## config.mk

```make
export PLATFORM = sky130hd
export DESIGN_NAME = mem_port_arbiter
export DESIGN_NICKNAME = d
export VERILOG_FILES = /design/src/rtl/rv_mem_pkg.sv /design/src/rtl/flopenrc.sv /design/src/rtl/mem_req_mux.sv /design/src/rtl/mem_port_arbiter.sv
export SDC_FILE = /design/constraint.sdc
export NUM_CORES = 1
export LEC_CHECK = 0
export ABC_AREA = 1
export BUFFER_PORTS_ARGS = -buffer_cell sky130_fd_sc_hd__buf_2
export CELL_PAD_IN_SITES_DETAIL_PLACEMENT = 1
export CELL_PAD_IN_SITES_GLOBAL_PLACEMENT = 2
export CORE_ASPECT_RATIO = 0.75
export CORE_MARGIN = 2
export CORE_UTILIZATION = 26
export DETAILED_ROUTE_END_ITERATION = 7
export GPL_ROUTABILITY_DRIVEN = 0
export PLACE_DENSITY_LB_ADDON = 0.1
export SYNTH_ARGS = -nofsm -noshare
export SYNTH_HDL_FRONTEND = slang
export SYNTH_SLANG_ARGS = --single-unit
```

## constraint.sdc

```tcl
create_clock -name clk -period 1.8 [get_ports clk]
set_clock_uncertainty 0.1 [all_clocks]
set_input_delay 0.18 -clock clk [delete_from_list [all_inputs] [get_ports clk]]
set_output_delay 0.18 -clock clk [all_outputs]
set_load 0.05 [all_outputs]
```

## src/rtl/rv_mem_pkg.sv

```systemverilog
`default_nettype none
// +----------------------------------------------------------------------+
// | Package     : rv_mem_pkg                                             |
// | Description : Shared types and defaults for the IF/DM memory port    |
// |               arbiter of the RV32I pipeline.                         |
// | Revision    : 1.0 - initial release                                  |
// +----------------------------------------------------------------------+
package rv_mem_pkg;

  localparam int unsigned DEF_AW = 32;
  localparam int unsigned DEF_DW = 32;

  typedef enum logic [2:0] {
    IDLE    = 3'd0,
    BUSY_IF = 3'd1,
    BUSY_DM = 3'd2,
    RESP_IF = 3'd3,
    RESP_DM = 3'd4,
    ERR     = 3'd5
  } arb_state_t;

  typedef enum logic {
    GNT_IF = 1'b0,
    GNT_DM = 1'b1
  } grant_t;

endpackage
`default_nettype wire

```

## src/rtl/flopenrc.sv

```systemverilog
`default_nettype none
// +----------------------------------------------------------------------+
// | Module      : flopenrc                                               |
// | Description : Enabled register with async active-low reset and a     |
// |               synchronous clear qualified by the enable.             |
// | Revision    : 1.0 - initial release                                  |
// +----------------------------------------------------------------------+
module flopenrc #(
  parameter int unsigned WIDTH = 32
) (
  input  logic             clk,
  input  logic             reset_n,
  input  logic             en,
  input  logic             clear,
  input  logic [WIDTH-1:0] d,
  output logic [WIDTH-1:0] q
);

  // Load d (or zero on clear) whenever enabled; otherwise retain.
  always_ff @(posedge clk or negedge reset_n) begin
    if (!reset_n) begin
      q <= '0;
    end else if (en) begin
      if (clear) q <= '0;
      else       q <= d;
    end
  end

endmodule
`default_nettype wire

```

## src/rtl/mem_req_mux.sv

```systemverilog
`default_nettype none
// +----------------------------------------------------------------------+
// | Module      : mem_req_mux                                            |
// | Description : Selects the memory request fields of the granted       |
// |               requester. Fetches are full-word reads.                |
// | Revision    : 1.0 - initial release                                  |
// +----------------------------------------------------------------------+
module mem_req_mux
  import rv_mem_pkg::*;
#(
  parameter int unsigned AW = DEF_AW,
  parameter int unsigned DW = DEF_DW
) (
  input  grant_t            grant,
  input  logic [AW-1:0]     if_addr,
  input  logic              dm_we,
  input  logic [AW-1:0]     dm_addr,
  input  logic [DW-1:0]     dm_wdata,
  input  logic [DW/8-1:0]   dm_be,
  output logic [AW-1:0]     sel_addr,
  output logic              sel_we,
  output logic [DW-1:0]     sel_wdata,
  output logic [DW/8-1:0]   sel_be
);

  // Fetch fields by default; override with the data port when it is granted.
  always_comb begin
    sel_addr  = if_addr;
    sel_we    = 1'b0;
    sel_wdata = '0;
    sel_be    = '1;
    if (grant == GNT_DM) begin
      sel_addr  = dm_addr;
      sel_we    = dm_we;
      sel_wdata = dm_wdata;
      // Loads read the whole word; only stores carry real byte enables.
      sel_be    = dm_we ? dm_be : '1;
    end
  end

endmodule
`default_nettype wire

```

## src/rtl/mem_port_arbiter.sv

```systemverilog
`default_nettype none
// +----------------------------------------------------------------------+
// | Module      : mem_port_arbiter                                       |
// | Description : Round-robin arbiter sharing one variable-latency       |
// |               memory port between instruction fetch and the data     |
// |               stage, with per-requester stalls and a watchdog.       |
// | Revision    : 1.0 - initial release                                  |
// +----------------------------------------------------------------------+
module mem_port_arbiter
  import rv_mem_pkg::*;
#(
  parameter int unsigned AW      = DEF_AW,
  parameter int unsigned DW      = DEF_DW,
  parameter int unsigned TIMEOUT = 64
) (
  input  logic              clk,
  input  logic              reset_n,
  input  logic              if_req,
  input  logic [AW-1:0]     if_addr,
  output logic [DW-1:0]     if_rdata,
  output logic              if_stall,
  input  logic              dm_req,
  input  logic              dm_we,
  input  logic [AW-1:0]     dm_addr,
  input  logic [DW-1:0]     dm_wdata,
  input  logic [DW/8-1:0]   dm_be,
  output logic [DW-1:0]     dm_rdata,
  output logic              dm_stall,
  output logic              mem_valid,
  output logic              mem_we,
  output logic [AW-1:0]     mem_addr,
  output logic [DW-1:0]     mem_wdata,
  output logic [DW/8-1:0]   mem_be,
  input  logic              mem_ready,
  input  logic [DW-1:0]     mem_rdata,
  output logic              bus_err
);

  localparam int unsigned CW = (TIMEOUT < 2) ? 1 : $clog2(TIMEOUT + 1);

  arb_state_t            state_q, state_d;
  grant_t                last_grant_q, last_grant_d;
  logic [CW-1:0]         wd_cnt_q, wd_cnt_d;
  logic                  mem_valid_q, mem_valid_d;
  logic                  mem_we_q, mem_we_d;
  logic [AW-1:0]         mem_addr_q, mem_addr_d;
  logic [DW-1:0]         mem_wdata_q, mem_wdata_d;
  logic [DW/8-1:0]       mem_be_q, mem_be_d;
  logic                  bus_err_q, bus_err_d;

  grant_t                w_grant;
  logic [AW-1:0]         w_sel_addr;
  logic                  w_sel_we;
  logic [DW-1:0]         w_sel_wdata;
  logic [DW/8-1:0]       w_sel_be;
  logic                  w_wd_expire;
  logic                  w_if_cap;
  logic                  w_dm_cap;

  // Round-robin pick: a lone requester wins; on contention the one not served last wins.
  always_comb begin
    w_grant = GNT_IF;
    if (dm_req && (!if_req || (last_grant_q == GNT_IF))) w_grant = GNT_DM;
  end

  mem_req_mux #(
    .AW (AW),
    .DW (DW)
  ) u_mux (
    .grant     (w_grant),
    .if_addr   (if_addr),
    .dm_we     (dm_we),
    .dm_addr   (dm_addr),
    .dm_wdata  (dm_wdata),
    .dm_be     (dm_be),
    .sel_addr  (w_sel_addr),
    .sel_we    (w_sel_we),
    .sel_wdata (w_sel_wdata),
    .sel_be    (w_sel_be)
  );

  // This BUSY cycle without mem_ready would bring the wait count to TIMEOUT.
  assign w_wd_expire = (TIMEOUT != 0) && ((32'(wd_cnt_q) + 32'd1) == 32'(TIMEOUT));

  // Next-state, memory request registers and watchdog.
  always_comb begin
    state_d      = state_q;
    last_grant_d = last_grant_q;
    wd_cnt_d     = wd_cnt_q;
    mem_valid_d  = mem_valid_q;
    mem_we_d     = mem_we_q;
    mem_addr_d   = mem_addr_q;
    mem_wdata_d  = mem_wdata_q;
    mem_be_d     = mem_be_q;
    bus_err_d    = bus_err_q;
    case (state_q)
      IDLE: begin
        if (if_req || dm_req) begin
          mem_valid_d  = 1'b1;
          mem_we_d     = w_sel_we;
          mem_addr_d   = w_sel_addr;
          mem_wdata_d  = w_sel_wdata;
          mem_be_d     = w_sel_be;
          last_grant_d = w_grant;
          wd_cnt_d     = '0;
          state_d      = (w_grant == GNT_DM) ? BUSY_DM : BUSY_IF;
        end
      end
      BUSY_IF, BUSY_DM: begin
        if (mem_ready) begin
          mem_valid_d = 1'b0;
          // A flushed requester gets no response cycle; its result is dropped.
          if (state_q == BUSY_IF) state_d = if_req ? RESP_IF : IDLE;
          else                    state_d = dm_req ? RESP_DM : IDLE;
        end else if (w_wd_expire) begin
          mem_valid_d = 1'b0;
          bus_err_d   = 1'b1;
          state_d     = ERR;
        end else begin
          wd_cnt_d = wd_cnt_q + CW'(1);
        end
      end
      RESP_IF, RESP_DM: state_d = IDLE;
      ERR:              state_d = ERR;
      default:          state_d = IDLE;
    endcase
  end

  // State and memory request registers; reset aborts any access in flight.
  always_ff @(posedge clk or negedge reset_n) begin
    if (!reset_n) begin
      state_q      <= IDLE;
      last_grant_q <= GNT_IF;
      wd_cnt_q     <= '0;
      mem_valid_q  <= 1'b0;
      mem_we_q     <= 1'b0;
      mem_addr_q   <= '0;
      mem_wdata_q  <= '0;
      mem_be_q     <= '0;
      bus_err_q    <= 1'b0;
    end else begin
      state_q      <= state_d;
      last_grant_q <= last_grant_d;
      wd_cnt_q     <= wd_cnt_d;
      mem_valid_q  <= mem_valid_d;
      mem_we_q     <= mem_we_d;
      mem_addr_q   <= mem_addr_d;
      mem_wdata_q  <= mem_wdata_d;
      mem_be_q     <= mem_be_d;
      bus_err_q    <= bus_err_d;
    end
  end

  // Capture read data only for a completing access whose requester is still waiting.
  assign w_if_cap = (state_q == BUSY_IF) && mem_ready && if_req;
  assign w_dm_cap = (state_q == BUSY_DM) && mem_ready && dm_req;

  flopenrc #(.WIDTH(DW)) u_if_hold (
    .clk     (clk),
    .reset_n (reset_n),
    .en      (w_if_cap),
    .clear   (1'b0),
    .d       (mem_rdata),
    .q       (if_rdata)
  );

  flopenrc #(.WIDTH(DW)) u_dm_hold (
    .clk     (clk),
    .reset_n (reset_n),
    .en      (w_dm_cap),
    .clear   (1'b0),
    .d       (mem_rdata),
    .q       (dm_rdata)
  );

  assign if_stall  = if_req && (state_q != RESP_IF);
  assign dm_stall  = dm_req && (state_q != RESP_DM);
  assign mem_valid = mem_valid_q;
  assign mem_we    = mem_we_q;
  assign mem_addr  = mem_addr_q;
  assign mem_wdata = mem_wdata_q;
  assign mem_be    = mem_be_q;
  assign bus_err   = bus_err_q;

endmodule
`default_nettype wire

```

Word-level counts from Yosys, hierarchy flattened --
Index checks and enable logic that the tools add are counted.
Operators by class: bitwise logic cells 2, add/subtract/negate cells 2, multiplexer cells 22, reduce and logical (&&, ||, !) cells 18, equal/unequal tests 10
Operators with widths (count):
- 2-to-1 mux 32 bit | 2
- 2-to-1 mux 7 bit | 3
- 2-to-1 mux 3 bit | 5
- case mux 7 bit (2 select lines) | 1
- case mux 3 bit (3 select lines) | 1
- adder 7 x 1 -> 8 bit, second input constant | 1
- == test 8 x 7 -> 1 bit, second input constant | 1
- 2-to-1 mux 4 bit | 2
- adder 7 x 1 -> 7 bit, second input constant | 1
- logical AND 1 bit | 7
- != test 2 bit, second input constant | 3
- != test 3 bit, second input constant | 2
- AND reduction 3 bit | 2
- 2-to-1 mux 1 bit | 5
- 2-to-1 mux 2 bit | 2
- AND reduction 2 bit | 2
- AND reduction 4 bit | 1
- == test 3 x 1 -> 1 bit, second input constant | 1
- == test 3 x 2 -> 1 bit, second input constant | 1
- == test 3 bit, second input constant | 1
- logical NOT 3 bit | 1
- != test 3 x 2 -> 1 bit, second input constant | 1
- logical OR 1 bit | 2
- inverter 1 bit | 2
- 4 further kinds | 4
Word-level totals: input bits 138, register bits after elaboration 146, output and inout bits 137, word-level logic and storage cells 65

Longest topological paths before layout --
Gate-level depths: netlist of the first run.
depth in word-level cells 7, depth in mapped cells 12, depth with buffers taken out 12

Cells and area by module --
Synthesis of the first run repeated with hierarchy kept, for this count alone.
Second synthesis, totals: cells, all modules 887, area total of the unflattened synthesis 6939.2 um2
By module, submodules not included:
- mem_port_arbiter | cells an instance 425, sequential area each 2052.0 um2, instances 1, area an instance 3474.6 um2
- flopenrc | cells an instance 140, sequential area each 800.8 um2, instances 2, area an instance 1362.6 um2
- mem_req_mux | cells an instance 182, sequential area each 0.0 um2, instances 1, area an instance 739.5 um2

Worst setup path after synthesis of the first run --
Ideal clock, no wire load.
path type register to register, from register wd_cnt_q[0], to register wd_cnt_q[0], data required time 1634 ps, library setup time 66 ps, stages on the path, launching flop included 11, clock period less this slack 1702 ps, buffers on the path 0, arrival 1536 ps, path slack 98 ps, cells stage by stage dfrtp_1 -> ha_1 -> nand3_1 -> nand2_1 -> nand2_1 -> nand2_1 -> nor2_1 -> nand3_1 -> nand2_2 -> nand2_1 -> nand2_1
Between the ends: cells in the longest elaborated chain, start to end 4, elaborated cells between the ends (all ways) 8, those cells by class add/sub (2); eq/ne (2); mux (3); reduce/logical (1)
Ends and longest elaborated chain:
- from (decl) | RTL line mem_port_arbiter.sv:43 | logic [CW-1:0] wd_cnt_q, wd_cnt_d;
- from (signal assigned) | RTL line mem_port_arbiter.sv:144 | wd_cnt_q <= wd_cnt_d;
- adder 7 x 1 -> 8 bit or adder 7 x 1 -> 7 bit (tied branches) | RTL line mem_port_arbiter.sv:83, mem_port_arbiter.sv:120
- == test 8 x 7 -> 1 bit or 2-to-1 mux 7 bit (tied branches) | RTL line mem_port_arbiter.sv:83, mem_port_arbiter.sv:115
- != test 2 bit (no source line) or 2-to-1 mux 7 bit (tied branches)
- AND reduction 4 bit (no source line) or case mux 7 bit (2 select lines) (tied branches)
Parallel ways exist; a longest one is shown, timed or not. The select of a mux whose other input is x is not followed. A chain may end at the register's enable or synchronous reset.

Worst setup path in the final report of the first run --
from register state_q[1], to register mem_wdata_q[9], in the netlist mem_wdata[9]
Between the ends: cells in the longest elaborated chain, start to end 2
Ends and longest elaborated chain:
- from (decl) | RTL line mem_port_arbiter.sv:41 | arb_state_t state_q, state_d;
- from (signal assigned) | RTL line mem_port_arbiter.sv:142 | state_q <= state_d;
- logical NOT 3 bit | RTL line mem_port_arbiter.sv:96 | case (state_q)
- AND reduction 2 bit (no source line)
- to (signal assigned) | RTL line mem_port_arbiter.sv:148 | mem_wdata_q <= mem_wdata_d;
- to (decl) | RTL line mem_port_arbiter.sv:47 | logic [DW-1:0] mem_wdata_q, mem_wdata_d;
No other way between the ends.

==> out/metrics.cfg, run 1 <==
[floorplanning]
initial_core_util_pct=26.8
io_pins=275
fp-row-count=47
core_um2=22200
die_x_um=179
dieArea_um2=24100
die-height_um=135

[synthesis]
synth.area.top_cells=dfrtp_1, nand2_1, o21ai_0
synth.yosys.seq_area_share_pct=61.4
synth_compound_area_share_pct=17.7
synth-xor-area-share_pct=0
synthTopCellsByCount=nand2_1, dfrtp_1, o21ai_0
syn_avg_cell_area_um2=9.45
synth_edf_count=0
synthMuxAreaShare_pct=0
syn_nets=769
ys_types=26
synth_top_family_by_area=compound AO/OA/AOI/OAI gates
synth_ff_type=dfrtp_1
yosys.area.top_type=dfrtp_1
synth-adder-area-share_pct=0.421
synth_top_area_share_pct=61.4
synth-seq-cells=146
synth-async-reset-ratio_pct=100
post-synth-top-count-cell=nand2_1
syn_inst=629
syn_area_um2=5950
yosysWarnings=0
synth-simple-area-share_pct=14.6

[place]
placed_cell_area_um2=7780
placed_cells=1181
portBuffers=274
pre_cts_slack_ps=-153
dp_hpwl_um=14900

[finish]
finalInstanceArea_um2=9760
final_cells=1346
fin_nets=1179
final_core_utilization_pct=43.9
layout-drive-gt1-share_pct=32.8
antenna_cells=0
area_delta_synth_final_pct=64.1

[detailed_routing]
wl_um=22100
via_per_inst=4.50
routed-via-count=6057
wl_per_cell_um=16.4
drt_iter0_markers=207
drc_errors=0
dr.pass1.iters=4
ant_nets=0

[clock_network]
ctsLongestPathBuffers=2
cts.sinks=146
cts_tree=built
cts_inserted_buffers=17
clk_pin_slew_worst_paths_ps=60
cts_root_buffer=clkbuf_16
insertion_delay_ps=420
htreeDepth=4

[job]
drv_cap=0

[global_route]
top_usage_layer=met2
gr-total-overflow=0
use_met1_pct=22.8
track_usage_pct=18.8
grt_util_met2_pct=32.0
met3_usage_pct=5.43
grt_max_degree=69
grt_pass1_vias=6641
antenna_found_initial=0
grt_pass1_wl_um=35200

[sta]
setup_ws_ps=46.2
setup_violations=0
rsz0062_at_grt=yes
relSlewSlack_pct=69.6
finalCritPeriodShare_pct=97.4
fin_crit_ps=1750
whs_ps=36.0
worstMarginPinSlew_ps=457
setup_tns_ps=0
finalMaxSlewViolations=0
hold_viol_final=0
max_freq_mhz=570

[min_path]
worstHoldStart=if_addr[14]
worstHoldPathType=input pin to register

[run_status]
status=finished clean

[setup_path]
crit_arrival_ps=1960
end_kind=register
reg2reg_from=state_q[1]$_DFFE_PN0P_
crit_fanout=68
cp-start-kind=register
critical_path.startpoint=state_q[1]$_DFFE_PN0P_
critical_path_class=register to register
critPathRequiredTime_ps=2010

[pwr]
p_seq_share_pct=28.5
sw_frac_of_total_pct=52.3
power_mw=19.9
internal_power_mw=9.48
p_per_area_nw_per_um2=2040
power.static_leakage_nw=5.06
combPwrFrac_pct=53.2
p_clk_share_pct=18.3
irDropWorstVdd_uv=1280
p_sw_mw=10.4

[routing by layer]
| metal | vias to the layer above | part of all wire [%] | wire (um) |
|---|---|---|---|
| met4 | 0 | 2.3 | 516 |
| met5 | - | 0 | 0 |
| met1 | 2969 | 42 | 9380 |
| met3 | 41 | 6.0 | 1330 |
| met2 | 169 | 49 | 10900 |
| li1 | 2878 | - | - |
[logic make-up after synthesis]
kind of cell,after synthesis
buffers and inverters,87
AO/OA/AOI/OAI,176
AND/OR/NAND/NOR,218
adder cells (fa/ha/maj),2
flip-flops,146
[sequential cells by signal, summed over array words and instances, names as in the netlist]
register,count
bus_err,1
last_grant_q,1
mem_addr,32
mem_be,4
mem_valid,1
mem_wdata,32
mem_we,1
state_q,3
u_dm_hold.q,32
u_if_hold.q,32
wd_cnt_q,7
[power groups by stage]
| stage | clock, mW | sequential, mW | combinational, mW |
|---|---|---|---|
| floorplan | 0 | 10.7 | 2.37 |
| global placement | 0 | 5.61 | 10.2 |
| detailed placement | 0 | 5.66 | 10.4 |
| CTS | 3.75 | 5.66 | 10.6 |
| global route | 3.91 | 5.86 | 11.2 |
| finish | 3.64 | 5.66 | 10.6 |
[cell usage in the layout (no fill, tap or decap), drive strengths merged, types with 4 or more instances in the layout]
cell type / Yosys / final
nand2: 150 / 150
o21ai: 130 / 130
o22a: 4 / 4
buf: 13 / 290
dlygate4sd3: 0 / 133
clkbuf: 19 / 18
nor2: 48 / 48
inv: 55 / 64
a22o: 32 / 32
a21oi: 6 / 6
nand3: 14 / 14
dfrtp: 146 / 146
[repair_timing]
action / CTS / global route
setup buffers: 0 / 0
pin swaps: 2 / 5
endpoints found under the hold margin: 183 / 0
resized for setup: 4 / 13
setup endpoints to repair: 8 / 23
hold buffers: 133 / 0
[path summary, 6_finish.rpt]
check                                      endpoint  slack (ps)  depth (start not counted)
setup / recovery           mem_wdata[9]$_DFFE_PN0P_          50                          8
hold / removal             mem_addr[14]$_DFFE_PN0P_          40                          3
setup reg to reg           mem_wdata[9]$_DFFE_PN0P_          50                          8
min in group asynchronous   mem_addr[8]$_DFFE_PN0P_         130                          2
max in group asynchronous    state_q[2]$_DFFE_PN0P_         790                          3
hold reg to reg                  mem_we$_DFFE_PN0P_         370                          2
[final cells by class]
cell class / count / area [um^2]
clock buffers: 18 / 429
clock inverters: 14 / 166
fillers: 2581 / 12500
inverters: 55 / 206
multi-input cells: 396 / 1990
flip-flops and latches: 146 / 3660
well taps: 294 / 368
repair buffers: 423 / 2940
[worst max-delay path, cell delays in order (launching register included)]
cell	delay, ps
dfrtp_1	390
inv_2	90
nand2_1	80
nor2_2	150
inv_2	110
a21oi_4	170
inv_2	60
buf_12	190
a22o_1	240
(Power assumes the default switching activity.)
==> run 2: changes to the inputs <==
--- a/config.mk
+++ b/config.mk
@@ -6,7 +6,7 @@
 export NUM_CORES = 1
 export LEC_CHECK = 0
 export ABC_AREA = 1
-export BUFFER_PORTS_ARGS = -buffer_cell sky130_fd_sc_hd__buf_2
+export BUFFER_PORTS_ARGS = -buffer_cell sky130_fd_sc_hd__clkbuf_2
 export CELL_PAD_IN_SITES_DETAIL_PLACEMENT = 1
 export CELL_PAD_IN_SITES_GLOBAL_PLACEMENT = 2
 export CORE_ASPECT_RATIO = 0.75
==> out/metrics.cfg, run 2 (synthesized netlist as in run 1, its figures left out) <==
[run_status]
status=finished clean

[clock_network]
htreeDepth=4  ; unchanged
cts_inserted_buffers=17  ; unchanged
insertion_delay_ps=420  ; about the same
cts.sinks=146  ; unchanged
cts_tree=built
cts_root_buffer=clkbuf_16
clk_pin_slew_worst_paths_ps=70  ; about the same
ctsLongestPathBuffers=2  ; unchanged

[finish]
finalInstanceArea_um2=9970  ; +2.2%
antenna_cells=0  ; unchanged
fin_nets=1186  ; +0.59%
final_common_cell=clkbuf_2
multiInputGateArea_um2=2040  ; +2.4%
seq_area_um2=3660  ; unchanged
fillers=2604  ; +0.89%
layout-drive-gt1-share_pct=33.9  ; +1.1 points
most-common-layout-cells=clkbuf_2, dfrtp_1, nand2_1
area_delta_synth_final_pct=67.7

[sta]
finalMaxSlewViolations=0  ; unchanged
max_freq_mhz=589  ; +3.3%
fin_crit_ps=1700  ; -56.5 ps
worstMarginPinSlew_ps=413  ; -43.5 ps
hold_viol_final=0  ; unchanged
whs_ps=80.9  ; +44.9 ps
setup_violations=0  ; unchanged
finalCritPeriodShare_pct=94.3  ; -3.1 points
relSlewSlack_pct=72.5  ; +2.9 points
rsz0062_at_grt=yes

[setup_path]
end_kind=register
cp-start-kind=register
critPathRequiredTime_ps=2010  ; about the same
cp_cell_sequence=inv_2 -> nand2_2 -> nor2_4 -> inv_2 -> a21oi_4 -> inv_2 -> buf_12 -> a22o_1
cp_slowest_stage_delay_ps=390  ; about the same
crit_cells=8  ; unchanged
crit_fanout=68  ; unchanged
worstRegToRegCells=8  ; unchanged
reg2reg_slack_ps=100  ; +60 ps
cp_top_family=buffers and inverters
crit_buf_inv=4  ; unchanged
crit_arrival_ps=1910  ; -50 ps
critical_path_class=register to register
slowest_stage=dfrtp_1
cp_common_cell=inv_2

[detailed_routing]
routed-via-count=6122  ; +1.1%
drt_iter0_markers=212  ; +2.4%
dr.pass1.iters=4  ; unchanged
ant_nets=0  ; unchanged
drc_errors=0  ; unchanged
via_per_inst=4.53  ; +0.62%
wl_per_cell_um=16.8  ; +2.0%
wl_um=22700  ; +2.4%

[global_route]
track_usage_pct=19.1  ; +0.30 points
grt_pass1_vias=6913  ; +4.1%
antenna_found_initial=0  ; unchanged
gr-total-overflow=0  ; unchanged
grt_pass1_wl_um=35700  ; +1.5%
grt_max_degree=69  ; unchanged

[pwr]
power.static_leakage_nw=5.16  ; +2.0%
sw_frac_of_total_pct=51.0  ; -1.3 points
combPwrFrac_pct=52.1  ; -1.1 points
p_clk_share_pct=20.1  ; +1.8 points
p_per_area_nw_per_um2=2070  ; +1.6%
irDropWorstVdd_uv=1220  ; -4.7%
p_seq_share_pct=27.8  ; -0.7 points
p_sw_mw=10.5  ; +1.2%
internal_power_mw=10.1  ; +6.6%

[floorplanning]
core_um2=22200  ; unchanged
fp-row-count=47  ; unchanged
io_pins=275  ; unchanged
die-height_um=135  ; unchanged
dieArea_um2=24100  ; unchanged
die_x_um=179  ; unchanged
initial_core_util_pct=26.8  ; unchanged

[place]
placed_cell_area_um2=7780  ; unchanged
portBuffers=274  ; unchanged
dp_hpwl_um=15100  ; +1.3%

[min_path]
worstHoldPathType=input pin to async pin

[job]
drv_cap=0  ; unchanged

==> run 2: area by class of cell <==
class | count | share of cell area (%)
Tap cell | 294 | 3.69
Sequential cell | 146 | 36.7
Timing Repair Buffer | 430 | 30.4
Multi-Input combinational cell | 396 | 20.5
Clock buffer | 17 | 4.27
Clock inverter | 14 | 2.50
Inverter | 55 | 2.07
==> run 2: metal layers <==
| metal | up-vias | global-route usage [%] | share of wire, % |
|---|---|---|---|
| met1 | 3027 | 22.4 | 42 |
| met2 | 163 | 33.2 | 51 |
| met4 | 0 | 6.78 | 2.2 |
| met5 | - | 0 | 0 |
| met3 | 38 | 5.72 | 5.6 |
| li1 | 2894 | - | - |
==> run 2: what timing repair did <==
action                     4_1_cts  5_1_grt
hold endpoints to repair       279        0
cloned                           0        1
hold buffers                   134        0
gates resized for setup          5       29
setup buffers                    0        5
pin swaps                        2        8
setup endpoints to repair        7       54
==> run 2: power groups by stage <==
| stage | sequential (mW) | combinational, mW | clock, mW |
|---|---|---|---|
| global placement | 5.67 | 10.2 | 0 |
| floorplan | 10.7 | 2.37 | 0 |
| global route | 5.93 | 11.4 | 4.39 |
| finish | 5.73 | 10.7 | 4.14 |
| CTS | 5.71 | 10.6 | 4.25 |
| detailed placement | 5.72 | 10.4 | 0 |
==> run 2: worst paths after layout <==
check / start / endpoint
min: reset_n / mem_addr[5]$_DFFE_PN0P_
max: state_q[1]$_DFFE_PN0P_ / mem_wdata[11]$_DFFE_PN0P_
min reg2reg: mem_we$_DFFE_PN0P_ / mem_we$_DFFE_PN0P_
min in group clk: mem_ready / wd_cnt_q[0]$_DFFE_PN0P_
max reg2reg: state_q[1]$_DFFE_PN0P_ / mem_wdata[11]$_DFFE_PN0P_
max in group asynchronous: reset_n / state_q[2]$_DFFE_PN0P_
==> run 2: metrics by stage <==
stage	TNS (ps)	worst slack [ps]	instances	utilization [%]	total power, mW
floorplan	0	97.6	629	-	13.0
global placement	-441	-80.4	1181	35.0	15.8
detailed placement	-997	-149	1181	35.0	16.1
CTS	0	6.04	1346	44.2	20.6
global route	-54.8	-19.0	1352	44.9	21.8
finish	0	103	1352	44.9	20.6
